<file path="src/rtl/pong_responder.sv">
// Responder side of the ping/pong exchange: each accepted ping returns one pong after RESP_DELAY cycles.
// Optional pending-ping queue enabled by defining PONG_QUEUE_EN.
module pong_responder #(
    parameter int RESP_DELAY = 2,
    parameter int MAX_COUNT  = 10,
    parameter int CNT_W      = 8,
    parameter int QDEPTH     = 4
) (
    input  logic                         clk,
    input  logic                         rst_n,
    input  logic                         clr_i,
    input  logic                         ping_i,
    output logic                         pong_o,
    output logic [CNT_W-1:0]             cnt_o,
    output logic                         done_o,
    output logic                         busy_o,
    output logic                         overrun_o,
    output logic [$clog2(QDEPTH+1)-1:0]  pend_o
);

    localparam int PW    = $clog2(QDEPTH + 1);
    localparam int DLY_W = (RESP_DELAY > 2) ? $clog2(RESP_DELAY) : 1;
    // First delay counts from the ping edge; a back-to-back delay counts from the RESP cycle.
    localparam logic [DLY_W-1:0] DLY_LOAD   = DLY_W'(RESP_DELAY - 1);
    localparam logic [DLY_W-1:0] DLY_RELOAD = DLY_W'((RESP_DELAY >= 2) ? RESP_DELAY - 2 : 0);

    typedef enum logic [1:0] {IDLE, WAIT, RESP, DONE} state_t;

    state_t             state_reg, state_next;
    logic [DLY_W-1:0]   dly_reg, dly_next;
    logic               pong_reg, pong_next;
    logic [CNT_W-1:0]   cnt_reg, cnt_next;
    logic               done_reg, done_next;
    logic               busy_reg, busy_next;
    logic               ovr_reg, ovr_next;
    logic [PW-1:0]      pend_reg, pend_next;

    logic               q_push, q_drop, q_avail, take;
    logic [CNT_W-1:0]   cnt_inc;
    logic               hit_max;

    assign cnt_inc = cnt_reg + CNT_W'(1);
    assign hit_max = (cnt_inc == CNT_W'(MAX_COUNT));

`ifdef PONG_QUEUE_EN
    assign q_push  = ping_i && (pend_reg < PW'(QDEPTH));
    assign q_drop  = ping_i && (pend_reg >= PW'(QDEPTH));
    assign q_avail = (pend_reg != '0);
`else
    assign q_push  = 1'b0;
    assign q_drop  = ping_i;
    assign q_avail = 1'b0;
`endif

    always_comb begin
        state_next = state_reg;
        dly_next   = dly_reg;
        pong_next  = 1'b0;
        cnt_next   = cnt_reg;
        done_next  = done_reg;
        ovr_next   = ovr_reg;
        pend_next  = pend_reg;
        take       = 1'b0;

        if (clr_i) begin
            state_next = IDLE;
            dly_next   = '0;
            cnt_next   = '0;
            done_next  = 1'b0;
            ovr_next   = 1'b0;
            pend_next  = '0;
        end else begin
            unique case (state_reg)
                IDLE: begin
                    if (ping_i) begin
                        state_next = WAIT;
                        dly_next   = DLY_LOAD;
                    end
                end
                WAIT: begin
                    pend_next = pend_reg + PW'(q_push);
                    if (q_drop) ovr_next = 1'b1;
                    if (dly_reg == '0) begin
                        state_next = RESP;
                        pong_next  = 1'b1;
                        cnt_next   = cnt_inc;
                        if (hit_max) done_next = 1'b1;
                    end else begin
                        dly_next = dly_reg - DLY_W'(1);
                    end
                end
                RESP: begin
                    if (done_reg) begin
                        // Final pong already out: pings are ignored and the queue is discarded.
                        state_next = DONE;
                        pend_next  = '0;
                    end else begin
                        take      = q_avail || q_push;
                        pend_next = pend_reg + PW'(q_push) - PW'(take);
                        if (q_drop) ovr_next = 1'b1;
                        if (!take) begin
                            state_next = IDLE;
                        end else if (RESP_DELAY == 1) begin
                            state_next = RESP;
                            pong_next  = 1'b1;
                            cnt_next   = cnt_inc;
                            if (hit_max) done_next = 1'b1;
                        end else begin
                            state_next = WAIT;
                            dly_next   = DLY_RELOAD;
                        end
                    end
                end
                DONE: begin
                    state_next = DONE;
                end
                default: begin
                    state_next = IDLE;
                end
            endcase
        end

        busy_next = (state_next == WAIT) || (state_next == RESP);
    end

    always_ff @(posedge clk or negedge rst_n) begin
        if (!rst_n) begin
            state_reg <= IDLE;
            dly_reg   <= '0;
            pong_reg  <= 1'b0;
            cnt_reg   <= '0;
            done_reg  <= 1'b0;
            busy_reg  <= 1'b0;
            ovr_reg   <= 1'b0;
            pend_reg  <= '0;
        end else begin
            state_reg <= state_next;
            dly_reg   <= dly_next;
            pong_reg  <= pong_next;
            cnt_reg   <= cnt_next;
            done_reg  <= done_next;
            busy_reg  <= busy_next;
            ovr_reg   <= ovr_next;
            pend_reg  <= pend_next;
        end
    end

    assign pong_o    = pong_reg;
    assign cnt_o     = cnt_reg;
    assign done_o    = done_reg;
    assign busy_o    = busy_reg;
    assign overrun_o = ovr_reg;
    assign pend_o    = pend_reg;

endmodule

</file>
<file path="config.mk">
export PLATFORM = sky130hd
export DESIGN_NAME = pong_responder
export DESIGN_NICKNAME = d
export VERILOG_FILES = /design/src/rtl/pong_responder.sv
export SDC_FILE = /design/constraint.sdc
export NUM_CORES = 1
export LEC_CHECK = 0
export ABC_AREA = 1
export BUFFER_PORTS_ARGS = -buffer_cell sky130_fd_sc_hd__buf_2
export CORE_ASPECT_RATIO = 1.5
export CORE_UTILIZATION = 30
export CTS_BUF_LIST = sky130_fd_sc_hd__clkbuf_4 sky130_fd_sc_hd__clkbuf_8
export DETAILED_ROUTE_END_ITERATION = 7
export GPL_TIMING_DRIVEN = 0
export PLACE_DENSITY = 0.55
export SLEW_MARGIN = 20
export SYNTH_ARGS = -nofsm -noshare
export SYNTH_HDL_FRONTEND = slang
export SYNTH_SLANG_ARGS = --single-unit
</file>
<file path="constraint.sdc">
create_clock -name clk -period 1.1 [get_ports clk]
set_input_delay 0.055 -clock clk [delete_from_list [all_inputs] [get_ports clk]]
set_output_delay 0.055 -clock clk [all_outputs]
set_load 0.01 [all_outputs]
</file>
Word-level counts from Yosys, hierarchy flattened

Index checks and enable logic that the tools add are counted.

Input port bits: 4
Register bits after elaboration: 18

Multiplexer cells: 26
Reductions and logical operators: 13
Equality and inequality tests: 9
$add $sub $neg: 2

Operator list:

| kind                                                 | count |
|---|---|
| two-way mux 8 bit                                    | 3 |
| two-way mux 1 bit                                    | 13 |
| two-way mux 3 bit                                    | 3 |
| adder 8 x 1 -> 8 bit (second input constant)         | 1 |
| equality test 8 x 4 -> 1 bit (second input constant) | 1 |
| two-way mux 2 bit                                    | 4 |
| one-hot mux 2 bit (4 select lines)                   | 1 |
| AND reduction 2 bit                                  | 4 |
| nonzero test 2 bit                                   | 4 |
| equality test 2 bit (second input constant)          | 3 |
| != test 3 bit (second input constant)                | 2 |
| nonzero test 3 bit                                   | 2 |
| equality test 2 x 1 -> 1 bit (second input constant) | 2 |
| one-hot mux 1 bit (2 select lines)                   | 2 |
| AND reduction 3 bit                                  | 1 |
| zero test 2 bit                                      | 1 |
| != test 2 bit (second input constant)                | 1 |
| logical OR 1 bit                                     | 1 |
| subtractor 1 bit (second input constant)             | 1 |

Longest topological paths before layout

Depth in word-level cells: 6
Depth in mapped cells: 9

Worst setup path after synthesis

No wires, ideal clock.

Path kind: reg-to-reg
Start: register cnt_reg[0], in the netlist cnt_o[0]
End: register done_reg, in the netlist done_o
Period minus slack after synthesis: 1.231 ns
Setup time: 0.065 ns
Cell stages (with the launch flop): 8
Path buffers: 0
Required time: 1.035 ns
Setup slack: -0.131 ns
Data arrival time: 1.166 ns
Path through: dfrtp_1 -> ha_1 -> nand3_1 -> o21bai_1 -> nand2_1 -> nor2_1 -> nand3_1 -> nand2_1

Cells in the longest elaborated chain, start to end: 4

RTL lines:

| element                              | line | source |
|---|---|---|
| start: declaration                   | 32   | `logic [CNT_W-1:0] cnt_reg, cnt_next;` |
| start signal: assignment             | 140  | `cnt_reg <= cnt_next;` |
| adder 8 x 1 -> 8 bit                 | 42   | `assign cnt_inc = cnt_reg + CNT_W'(1);` |
| equality test 8 x 4 -> 1 bit         | 43   | `assign hit_max = (cnt_inc == CNT_W'(MAX_COUNT));` |
| nonzero test 2 bit (no source line)  | -    |  |
| AND reduction 3 bit (no source line) | -    |  |
| end signal: assignment               | 141  | `done_reg <= done_next;` |
| end: declaration                     | 33   | `logic done_reg, done_next;` |

Every way passes these cells.
A chain may end at the register's enable or synchronous reset.

Final worst setup path

Start: register cnt_reg[1], in the netlist cnt_o[1]
End: register done_reg, in the netlist done_o

Same word-level chain as after synthesis.

==> results_dict.tcl <==
set metrics [dict create \
    numPortBuffers 15 \
    comb_power_share_pct 21.2 \
    grt_usage_pct 16.00 \
    overflow 0 \
    hpwl_mm 1.324 \
    avgSynthCellArea_um2 8.008 \
    outcome "finished with violations" \
    largest_reg_flops 8 \
    holdPathStages 3 \
    first_iter_violations 20 \
    r2r_cells 8 \
    path_depth 8 \
    cpPeakStageDelay_ps 450 \
    fin_area_mm2 0.001164 \
    ys_ff_latch 15 \
    use_met1_pct 15.41 \
    grt_pass1_vias 842 \
    async_reset_ff_share_pct 100.0 \
    core-area_mm2 0.002477 \
    yosysWarningCount 0 \
    timing.rr.start "cnt_o[1]" \
    clock-sinks 15 \
    dp.cells 141 \
    r2r-end "done_o" \
    cts_max_level 1 \
    fmax_mhz 801.5 \
    netlist_instances 100 \
    final_cell_mix "nand2_1 (25), buf_2 (15), inv_1 (11), buf_4 (11), dfrtp_1 (11)" \
    wl_mm 1.968 \
    r2r_slack_ps -150 \
    cts_tree "done" \
    seq_power_share_pct 50.4 \
    end_kind "register" \
    leakage_uw 0.0005553 \
    dpl_cell_area_um2 933.4 \
    crit_fanout 5 \
    hold_start "ping_i" \
    min_path_type "input pin to register" \
    violations "setup timing" \
    start_util_pct 32.32 \
    die_w_um 44.19 \
    path_buf_inv 0 \
    fin_tns_setup_ps -307.8 \
    critical_path_class "register to register" \
    vias 784 \
    grt_max_degree 16 \
    drv_cap 0 \
    grt_pass1_wl_mm 3.443 \
    final_nets 140 \
    final_common_cell "nand2_1" \
    worstPathRequired_ps 1320 \
    worstHoldEndpoint "overrun_o" \
    setup_slack_ps -147.7 \
    ys_types 23 \
    path_cells "ha_4, nand3_4, nand2_1, nand2_1, nand2_1, nor2_1, nand3_1, nand2_1" \
    switchingPower_uw 342.2 \
    use_met2_pct 29.96 \
    setup_viol 7 \
    firstDrtPassIters 6 \
    ios 19 \
    cpMostUsedCell "nand2_1" \
    critPathArrivalTime_ps 1470 \
    slowest_stage "dfrtp_2" \
    chipHeight_um 65.28 \
    drtAntennaViolNets 0 \
    final_cells 157 \
    vias_per_cell 4.994 \
    rows 22 \
    insertion_delay_ps 280 \
    power.share.clock_pct 28.4 \
    synth_area_um2 800.8 \
    clk_pin_slew_worst_paths_ps 90 \
    dieArea_mm2 0.002884 \
    path_delay_family "simple AND/OR/NAND/NOR gates" \
    antenna_found_initial 0 \
    hold_viol 0 \
    start_kind "register" \
    drc 0 \
    grt.busiest_layer "met2" \
    slew_viol_final 0 \
    grt_use_met3_pct 3.022 \
    cts_buffers 3 \
    synth-edff-count 0 \
    swShare_pct 28.44 \
    drive_above_1_share_pct 45.11 \
    wl_per_cell_um 12.54 \
    final_util_pct 46.97 \
    place.gp.congestion 0.6871 \
    rsz0062_at_grt "true" \
    fin_crit_ps 1248 \
    ys_seq_area_share_pct 46.88 \
    area_growth_pct 45.31 \
    antennaDiodeCount 0 \
    p_int_uw 861.0 \
    powerDensity_mw_per_mm2 1034 \
    synth_top_flop_cell "dfrtp_1" \
    period_share_pct 113.4 \
    cts-root-buf "clkbuf_4" \
    clock_path_buffers 2 \
    fin_worst_skew_ps 4.923 \
    ir_drop_mv 0.7241 \
]
[cell families after synthesis]
group	share of synthesized area [%]
buffers and inverters	10.31
adder cells (fa/ha/maj)	3.125
flip-flops	46.88
other	0.4683
AND/OR/NAND/NOR	24.69
AO/OA/AOI/OAI	13.44
XOR/XNOR	1.094
[how the worst max path moves through the flow]
stage	startpoint	end	slack, ps
floorplan	cnt_o[1]	done_o	-30
global placement	cnt_o[2]	done_o	-130
detailed placement	cnt_o[2]	done_o	-140
CTS	cnt_o[1]	done_o	-130
global route	cnt_o[1]	done_o	-280
finish	cnt_o[1]	done_o	-150
[synth_stat cells, types with 2 or more instances]
library cell / number / area, um2
nor2_1: 8 / 30.03
nand3_2: 2 / 20.02
ha_1: 2 / 25.02
o22ai_1: 3 / 18.77
o21ai_0: 4 / 20.02
nand3_1: 5 / 25.02
buf_4: 3 / 22.52
o21ai_1: 3 / 15.01
a21oi_1: 3 / 15.01
inv_2: 4 / 15.01
dfrtp_1: 15 / 375.4
nand2_1: 26 / 97.59
inv_1: 12 / 45.04
[cell type report]
type                       instances  area, um2
buffer                             3      22.52
multi-input combinational         68      451.7
tap                               24      30.03
inverter                          16      62.56
timing repair buffer              27      186.4
fill                             256       1314
clock buffer                       4      30.03
sequential                        15      380.4
[per-stage QoR]
step | hold WS (ps) | worst slack (ps) | power [uW]
floorplan | -240.6 | -28.51 | 717.0
global placement | -14.14 | -129.2 | 773.9
detailed placement | -17.44 | -144.9 | 776.1
CTS | 42.80 | -131.0 | 1164
global route | 53.46 | -278.6 | 1267
finish | 34.93 | -147.7 | 1203
[layer usage]
layer | wire, um | share of wire [%]
met5 | 0 | 0
met4 | 78 | 4.0
met3 | 59 | 3.0
met2 | 1105 | 56
met1 | 725 | 37
[timing repair]
item,4_1_cts,5_1_grt
setup endpoints to repair,7,11
gates resized for setup,8,16
hold buffers,2,0
buffers inserted,6,4
pin swaps,7,8
endpoints found under the hold margin,17,0
[worst min-delay path: cells and delay by family]
family	cells	cell delay, ps
buf+inv	1	90
simple gates	1	80
compound gates	1	60
[power by group through the flow]
stage / sequential (uW) / clock, uW / combinational, uW
after floorplan: 624 / 0 / 93.4
after global placement: 616 / 0 / 158
after detailed placement: 617 / 0 / 159
after CTS: 605 / 347 / 212
after global routing: 609 / 378 / 280
final: 606 / 342 / 255
Power figures use the tool's default switching activity.
